**src/rtl/uart_pkg.sv**
```systemverilog
// Shared UART definitions: parity codes, frame width, PISO state encoding
// and the frame-length helper used by the TX serializer.
package uart_pkg;

    localparam int FRAME_W = 12;

    localparam logic [1:0] PAR_NONE  = 2'b00;
    localparam logic [1:0] PAR_ODD   = 2'b01;
    localparam logic [1:0] PAR_EVEN  = 2'b10;
    localparam logic [1:0] PAR_NONE2 = 2'b11;

    localparam logic [1:0] ST_IDLE_ENC  = 2'd0;
    localparam logic [1:0] ST_SHIFT_ENC = 2'd1;
    localparam logic [1:0] ST_DONE_ENC  = 2'd2;

    typedef enum logic [1:0] {
        ST_IDLE  = ST_IDLE_ENC,
        ST_SHIFT = ST_SHIFT_ENC,
        ST_DONE  = ST_DONE_ENC
    } state_t;

    // Number of bits on the line: start + 7 data + optional 8th data bit
    // + optional parity + one or two stops, i.e. 9..12.
    function automatic logic [3:0] frame_len(input logic       data_length,
                                             input logic [1:0] parity_type,
                                             input logic       stop_bits);
        logic parEn;
        case (parity_type)
            PAR_ODD, PAR_EVEN:   parEn = 1'b1;
            PAR_NONE, PAR_NONE2: parEn = 1'b0;
            default:             parEn = 1'b0;
        endcase
        return 4'd9 + {3'b000, data_length} + {3'b000, parEn} + {3'b000, stop_bits};
    endfunction

endpackage

```
**src/rtl/uart_baud_cnt.sv**
```systemverilog
// Bit-period counter: counts 0..BAUD_DIV-1 while enabled and flags the last
// clock of each bit period. Shared with the RX sampler.
module uart_baud_cnt #(
    parameter int BAUD_DIV = 5208
) (
    input  logic i_clk,
    input  logic i_rst,
    input  logic i_clear,
    input  logic i_enable,
    output logic o_bit_tick
);

    localparam int CNT_W = (BAUD_DIV > 1) ? $clog2(BAUD_DIV) : 1;
    localparam logic [CNT_W-1:0] CNT_LAST = CNT_W'(BAUD_DIV - 1);

    logic [CNT_W-1:0] r_count;

    // Free-running bit-period count, held at zero while cleared
    always_ff @(posedge i_clk) begin
        if (i_rst || i_clear) begin
            r_count <= '0;
        end else if (i_enable) begin
            if (r_count == CNT_LAST) begin
                r_count <= '0;
            end else begin
                r_count <= r_count + CNT_W'(1);
            end
        end
    end

    assign o_bit_tick = i_enable && (r_count == CNT_LAST);

endmodule

```
**src/rtl/uart_piso.sv**
```systemverilog
// UART TX serializer: latches an LSB-first frame on send and shifts the
// configured number of bits onto the line, BAUD_DIV clocks per bit.
// Optional line-break support is enabled with macro UART_PISO_BREAK_EN.
module uart_piso
    import uart_pkg::*;
#(
    parameter int BAUD_DIV = 5208
) (
    input  logic               i_clk,
    input  logic               i_rst,
    input  logic               i_send,
    input  logic [FRAME_W-1:0] i_frame_in,
    input  logic               i_data_length,
    input  logic [1:0]         i_parity_type,
    input  logic               i_stop_bits,
`ifdef UART_PISO_BREAK_EN
    input  logic               i_break_req,
`endif
    output logic               o_tx_out,
    output logic               o_busy,
    output logic               o_done
);

    state_t             r_state;
    state_t             w_next_state;
    logic [FRAME_W-1:0] r_sreg;
    logic [FRAME_W-1:0] w_sreg_next;
    logic [3:0]         r_bitcnt;
    logic [3:0]         r_len;
    logic               r_tx;
    logic               r_busy;
    logic               r_done;
    logic               w_tx_next;
    logic               w_busy_next;
    logic               w_done_next;
    logic               w_bit_tick;
    logic               w_break;
    logic               w_accept;
    logic               w_last_bit;

`ifdef UART_PISO_BREAK_EN
    assign w_break = i_break_req && (r_state == ST_IDLE);
`else
    assign w_break = 1'b0;
`endif

    assign w_accept   = (r_state == ST_IDLE) && i_send && !w_break;
    assign w_last_bit = w_bit_tick && (r_bitcnt == (r_len - 4'd1));

    uart_baud_cnt #(
        .BAUD_DIV (BAUD_DIV)
    ) u_baud_cnt (
        .i_clk      (i_clk),
        .i_rst      (i_rst),
        .i_clear    (r_state != ST_SHIFT),
        .i_enable   (r_state == ST_SHIFT),
        .o_bit_tick (w_bit_tick)
    );

    // State register
    always_ff @(posedge i_clk) begin
        if (i_rst) begin
            r_state <= ST_IDLE;
        end else begin
            r_state <= w_next_state;
        end
    end

    // Next-state decode: start on accepted send, finish after the last bit period
    always_comb begin
        w_next_state = r_state;
        case (r_state)
            ST_IDLE:  if (w_accept)   w_next_state = ST_SHIFT;
            ST_SHIFT: if (w_last_bit) w_next_state = ST_DONE;
            ST_DONE:                  w_next_state = ST_IDLE;
            default:                  w_next_state = ST_IDLE;
        endcase
    end

    // Shift register next value: load on accept, shift in 1s at each bit boundary
    always_comb begin
        w_sreg_next = r_sreg;
        if (w_accept) begin
            w_sreg_next = i_frame_in;
        end else if ((r_state == ST_SHIFT) && w_bit_tick) begin
            w_sreg_next = {1'b1, r_sreg[FRAME_W-1:1]};
        end
    end

    // Frame datapath: shift register, latched length and bit counter
    always_ff @(posedge i_clk) begin
        if (i_rst) begin
            r_sreg   <= '1;
            r_len    <= '0;
            r_bitcnt <= '0;
        end else begin
            r_sreg <= w_sreg_next;
            if (w_accept) begin
                r_len    <= frame_len(i_data_length, i_parity_type, i_stop_bits);
                r_bitcnt <= '0;
            end else if ((r_state == ST_SHIFT) && w_bit_tick) begin
                r_bitcnt <= r_bitcnt + 4'd1;
            end
        end
    end

    // Output decode from the upcoming state so the outputs can be registered
    always_comb begin
        w_tx_next   = 1'b1;
        w_busy_next = 1'b0;
        w_done_next = 1'b0;
        case (w_next_state)
            ST_SHIFT: begin
                w_tx_next   = w_sreg_next[0];
                w_busy_next = 1'b1;
            end
            ST_DONE: begin
                w_done_next = 1'b1;
            end
            default: begin
                w_tx_next   = !w_break;
                w_busy_next = w_break;
            end
        endcase
    end

    // Registered outputs so nothing combinational reaches the line
    always_ff @(posedge i_clk) begin
        if (i_rst) begin
            r_tx   <= 1'b1;
            r_busy <= 1'b0;
            r_done <= 1'b0;
        end else begin
            r_tx   <= w_tx_next;
            r_busy <= w_busy_next;
            r_done <= w_done_next;
        end
    end

    assign o_tx_out = r_tx;
    assign o_busy   = r_busy;
    assign o_done   = r_done;

endmodule
```
**config.mk**
```make
export PLATFORM = sky130hd
export DESIGN_NAME = uart_piso
export DESIGN_NICKNAME = d
export VERILOG_FILES = /design/src/rtl/uart_pkg.sv /design/src/rtl/uart_baud_cnt.sv /design/src/rtl/uart_piso.sv
export SDC_FILE = /design/constraint.sdc
export NUM_CORES = 1
export LEC_CHECK = 0
export CAP_MARGIN = 20
export CELL_PAD_IN_SITES_DETAIL_PLACEMENT = 1
export CELL_PAD_IN_SITES_GLOBAL_PLACEMENT = 2
export CORE_UTILIZATION = 36
export CTS_CLUSTER_SIZE = 30
export DETAILED_ROUTE_END_ITERATION = 7
export PLACE_DENSITY = 0.8
export SKIP_CTS_REPAIR_TIMING = 1
export SLEW_MARGIN = 30
export SYNTH_ARGS = -nofsm -noshare
export SYNTH_HDL_FRONTEND = slang
export SYNTH_SLANG_ARGS = --single-unit
```
**constraint.sdc**
```tcl
create_clock -name i_clk -period 4 [get_ports i_clk]
set_clock_uncertainty 0.2 [all_clocks]
set_input_delay 0.8 -clock i_clk [delete_from_list [all_inputs] [get_ports i_clk]]
set_output_delay 0.8 -clock i_clk [all_outputs]
set_load 0.01 [all_outputs]
```
==> impl_metrics.toml <==
[outcome]
outcome = "finished clean"

[clock_network]
clk_latency_ns = 0.29
cts_buffer_depth = 2
cts.clk_slew.worst_paths_ns = 0.08
htree_levels = 2
cts.sinks = 38
cts_tree = "built"
cts_buffers = 5
root_buffer = "clkbuf_8"

[synth]
ys_seq_elements = 38
yosys.area.top_type = "dfxtp_1"
yosysWarnings = 0
yosysMostFrequentCell = "dfxtp_1"
syn_nets = 244
synth-async-reset-ratio_pct = 0
synth_flop_cell = "dfxtp_1"
synth.yosys.seq_area_share_pct = 39.3
synthCells = 219
synth_edf_count = 0
yosysUniqueCellTypes = 37
syn_area_per_cell_um2 = 8.84
synth_common_cells = "38 x dfxtp_1, 29 x nor2_1, 19 x inv_1, 13 x nand2_1, 11 x a41oi_1"
synthTopCellsByArea = "dfxtp_1 39%, nor2_1 5.6%, a41oi_1 5.0%, xor2_1 4.1%, a211oi_2 3.9%"
netlist_area_um2 = 1940
yosysTopAreaCellShare_pct = 39.3

[die]
ios = 22
start_util_pct = 37.7
die_y_um = 75.3
core_area_um2 = 5140
die_w_um = 75.3
num_rows = 26
dieArea_um2 = 5670

[flow_run]
cap_violations = 0

[setup_path]
cp-start-kind = "flop"
cp_max_fo = 18
worstSetupPathType = "reg -> reg"
crit_path_end_kind = "flop"
critical_path_required_ns = 3.99
arrival_ns = 2.48

[detailed_routing]
wire_per_inst_um = 13.9
postRouteWirelength_mm = 4.20
drt_iter0_drc = 56
drc_errors = 0
routed-via-count = 1570
post_drt_via_cell_ratio = 5.18
first_pass_iters = 4
drtAntennaViolNets = 0

[timing]
slew_viol_final = 0
finalHoldViolations = 0
period_needed_ns = 2.49
period_share_pct = 62.2
max_freq_mhz = 402
setup_viol = 0
tightest_slew_ns = 0.874
timing.slew.headroom_pct = 41.4
setup_tns_ns = 0
rsz0062_at_grt = "false"

[layout]
finalNetCount = 257
diodes = 0
regArea_um2 = 761
synthToLayoutAreaGrowth_pct = 14.6
drive_gt1_share_pct = 8.15
multi_input_area_um2 = 997
fillCellCount = 621

[placed_design]
gp_congestion = 0.688
dp_hpwl_mm = 2.92
portBuffers = 21

[global_route]
grt_max_degree = 20
antenna_found_initial = 0
grt_pass1_vias = 1557
grt_pass1_wl_mm = 7.09
grt.overflow.total = 0
grt_use_total_pct = 16.7

[pwr]
finalPower_w = 0.000764
switchingPower_w = 0.000189
power.internal_w = 0.000575
switching_share_pct = 24.7
powerDensity_nw_per_um2 = 344
p_clk_share_pct = 36.2
p_seq_share_pct = 52.6
power_frac_comb_pct = 11.2
leakage_nw = 0.853
ir_worst_vdd_uv = 195

[min_path]
holdCritPathClass = "reg -> reg"
==> power by group through the flow <==
stage	combinational (W)	clock (W)	sequential, W
5_1_grt	0.0000975	0.000298	0.000404
4_1_cts	0.0000881	0.000286	0.000401
6_report	0.0000855	0.000277	0.000401
2_1_floorplan	0.0000555	0	0.000408
3_3_place_gp	0.0000864	0	0.000410
3_5_place_dp	0.0000883	0	0.000410
==> cell type report <==
cell class	instances	share of cell area (%)
clock inverters	1	0.226
repair buffers	21	9.48
multi-input cells	147	45.0
clock buffers	7	3.89
flip-flops and latches	38	34.3
well taps	70	3.95
inverters	19	3.21
==> layer usage <==
layer  GRT usage, %  vias to the layer above  share of wire, %
met3           4.23                        4               3.0
li1               -                      791                 -
met4           4.32                        0              0.74
met2           27.3                       20                45
met1           22.1                      755                51
met5              0                        -                 0
==> worst max-delay path, stage by stage (launching register included) <==
cell and delay [ns]:
dfxtp_1 0.43, ha_1 0.20, and3b_1 0.66, and4_4 0.49, a31oi_1 0.20, o21a_1 0.20
==> cells by family (layout without fill, tap and decap cells) <==
family                     Yosys count  in the layout  share of synthesized area, %
buffers and inverters               34             48                          9.18
DFF                                 38             38                          39.3
AOI/OAI and AO/OA                   50             50                          18.7
and+or+nand+nor                     75             75                          20.9
adders and majority gates            6              6                          3.88
xor gates and xnor gates            16             16                          8.02
==> layout by cell type, fill, tap and decap left out, drive strengths merged <==
master,netlist,layout
clkbuf,3,7
or4,1,1
a41oi,11,11
or3,3,3
o221ai,1,1
nand3,5,5
xnor2,6,6
clkdlybuf4s50,0,21
nand4,7,7
nor2,29,29
o21a,2,2
inv,19,19
nor3b,1,1
clkinv,0,1
nor3,3,3
xor2,9,9
o21ai,15,15
a21oi,8,8
and4bb,2,2
and3b,1,1
and4b,2,2
dfxtp,38,38
a31oi,1,1
and2,2,2
xor3,1,1
ha,6,6
a211oi,11,11
nand2,13,13
o31ai,1,1
and3,3,3
nand2b,1,1
and4,2,2
==> worst paths after layout <==
check | from | end | slack [ns] | cells past startpoint
min | r_len[2] | r_len[2] | 0.29 | 2
max | u_baud_cnt.r_count[0] | r_state[0] | 1.51 | 5
max reg2reg | u_baud_cnt.r_count[0] | r_state[0] | 1.51 | 5
min reg2reg | r_len[2] | r_len[2] | 0.29 | 2
==> sequential cells by signal (all words and copies together) (netlist names) <==
signal              count
r_bitcnt                4
o_tx_out                1
r_state                 2
o_busy                  1
r_sreg                 12
r_len                   4
o_done                  1
u_baud_cnt.r_count     13
==> per-stage QoR <==
stage | instance area [um2] | setup WS, ns | util [%] | hold WS, ns | cells
floorplan | 1940 | 1.95 | - | 0.249 | 219
global placement | 2130 | 1.42 | 41.4 | 0.271 | 295
detailed placement | 2130 | 1.38 | 41.4 | 0.278 | 295
CTS | 2220 | 1.52 | 43.2 | 0.289 | 303
global route | 2220 | 1.36 | 43.2 | 0.320 | 303
finish | 2220 | 1.51 | 43.2 | 0.288 | 303
(Power assumes the default switching activity.)
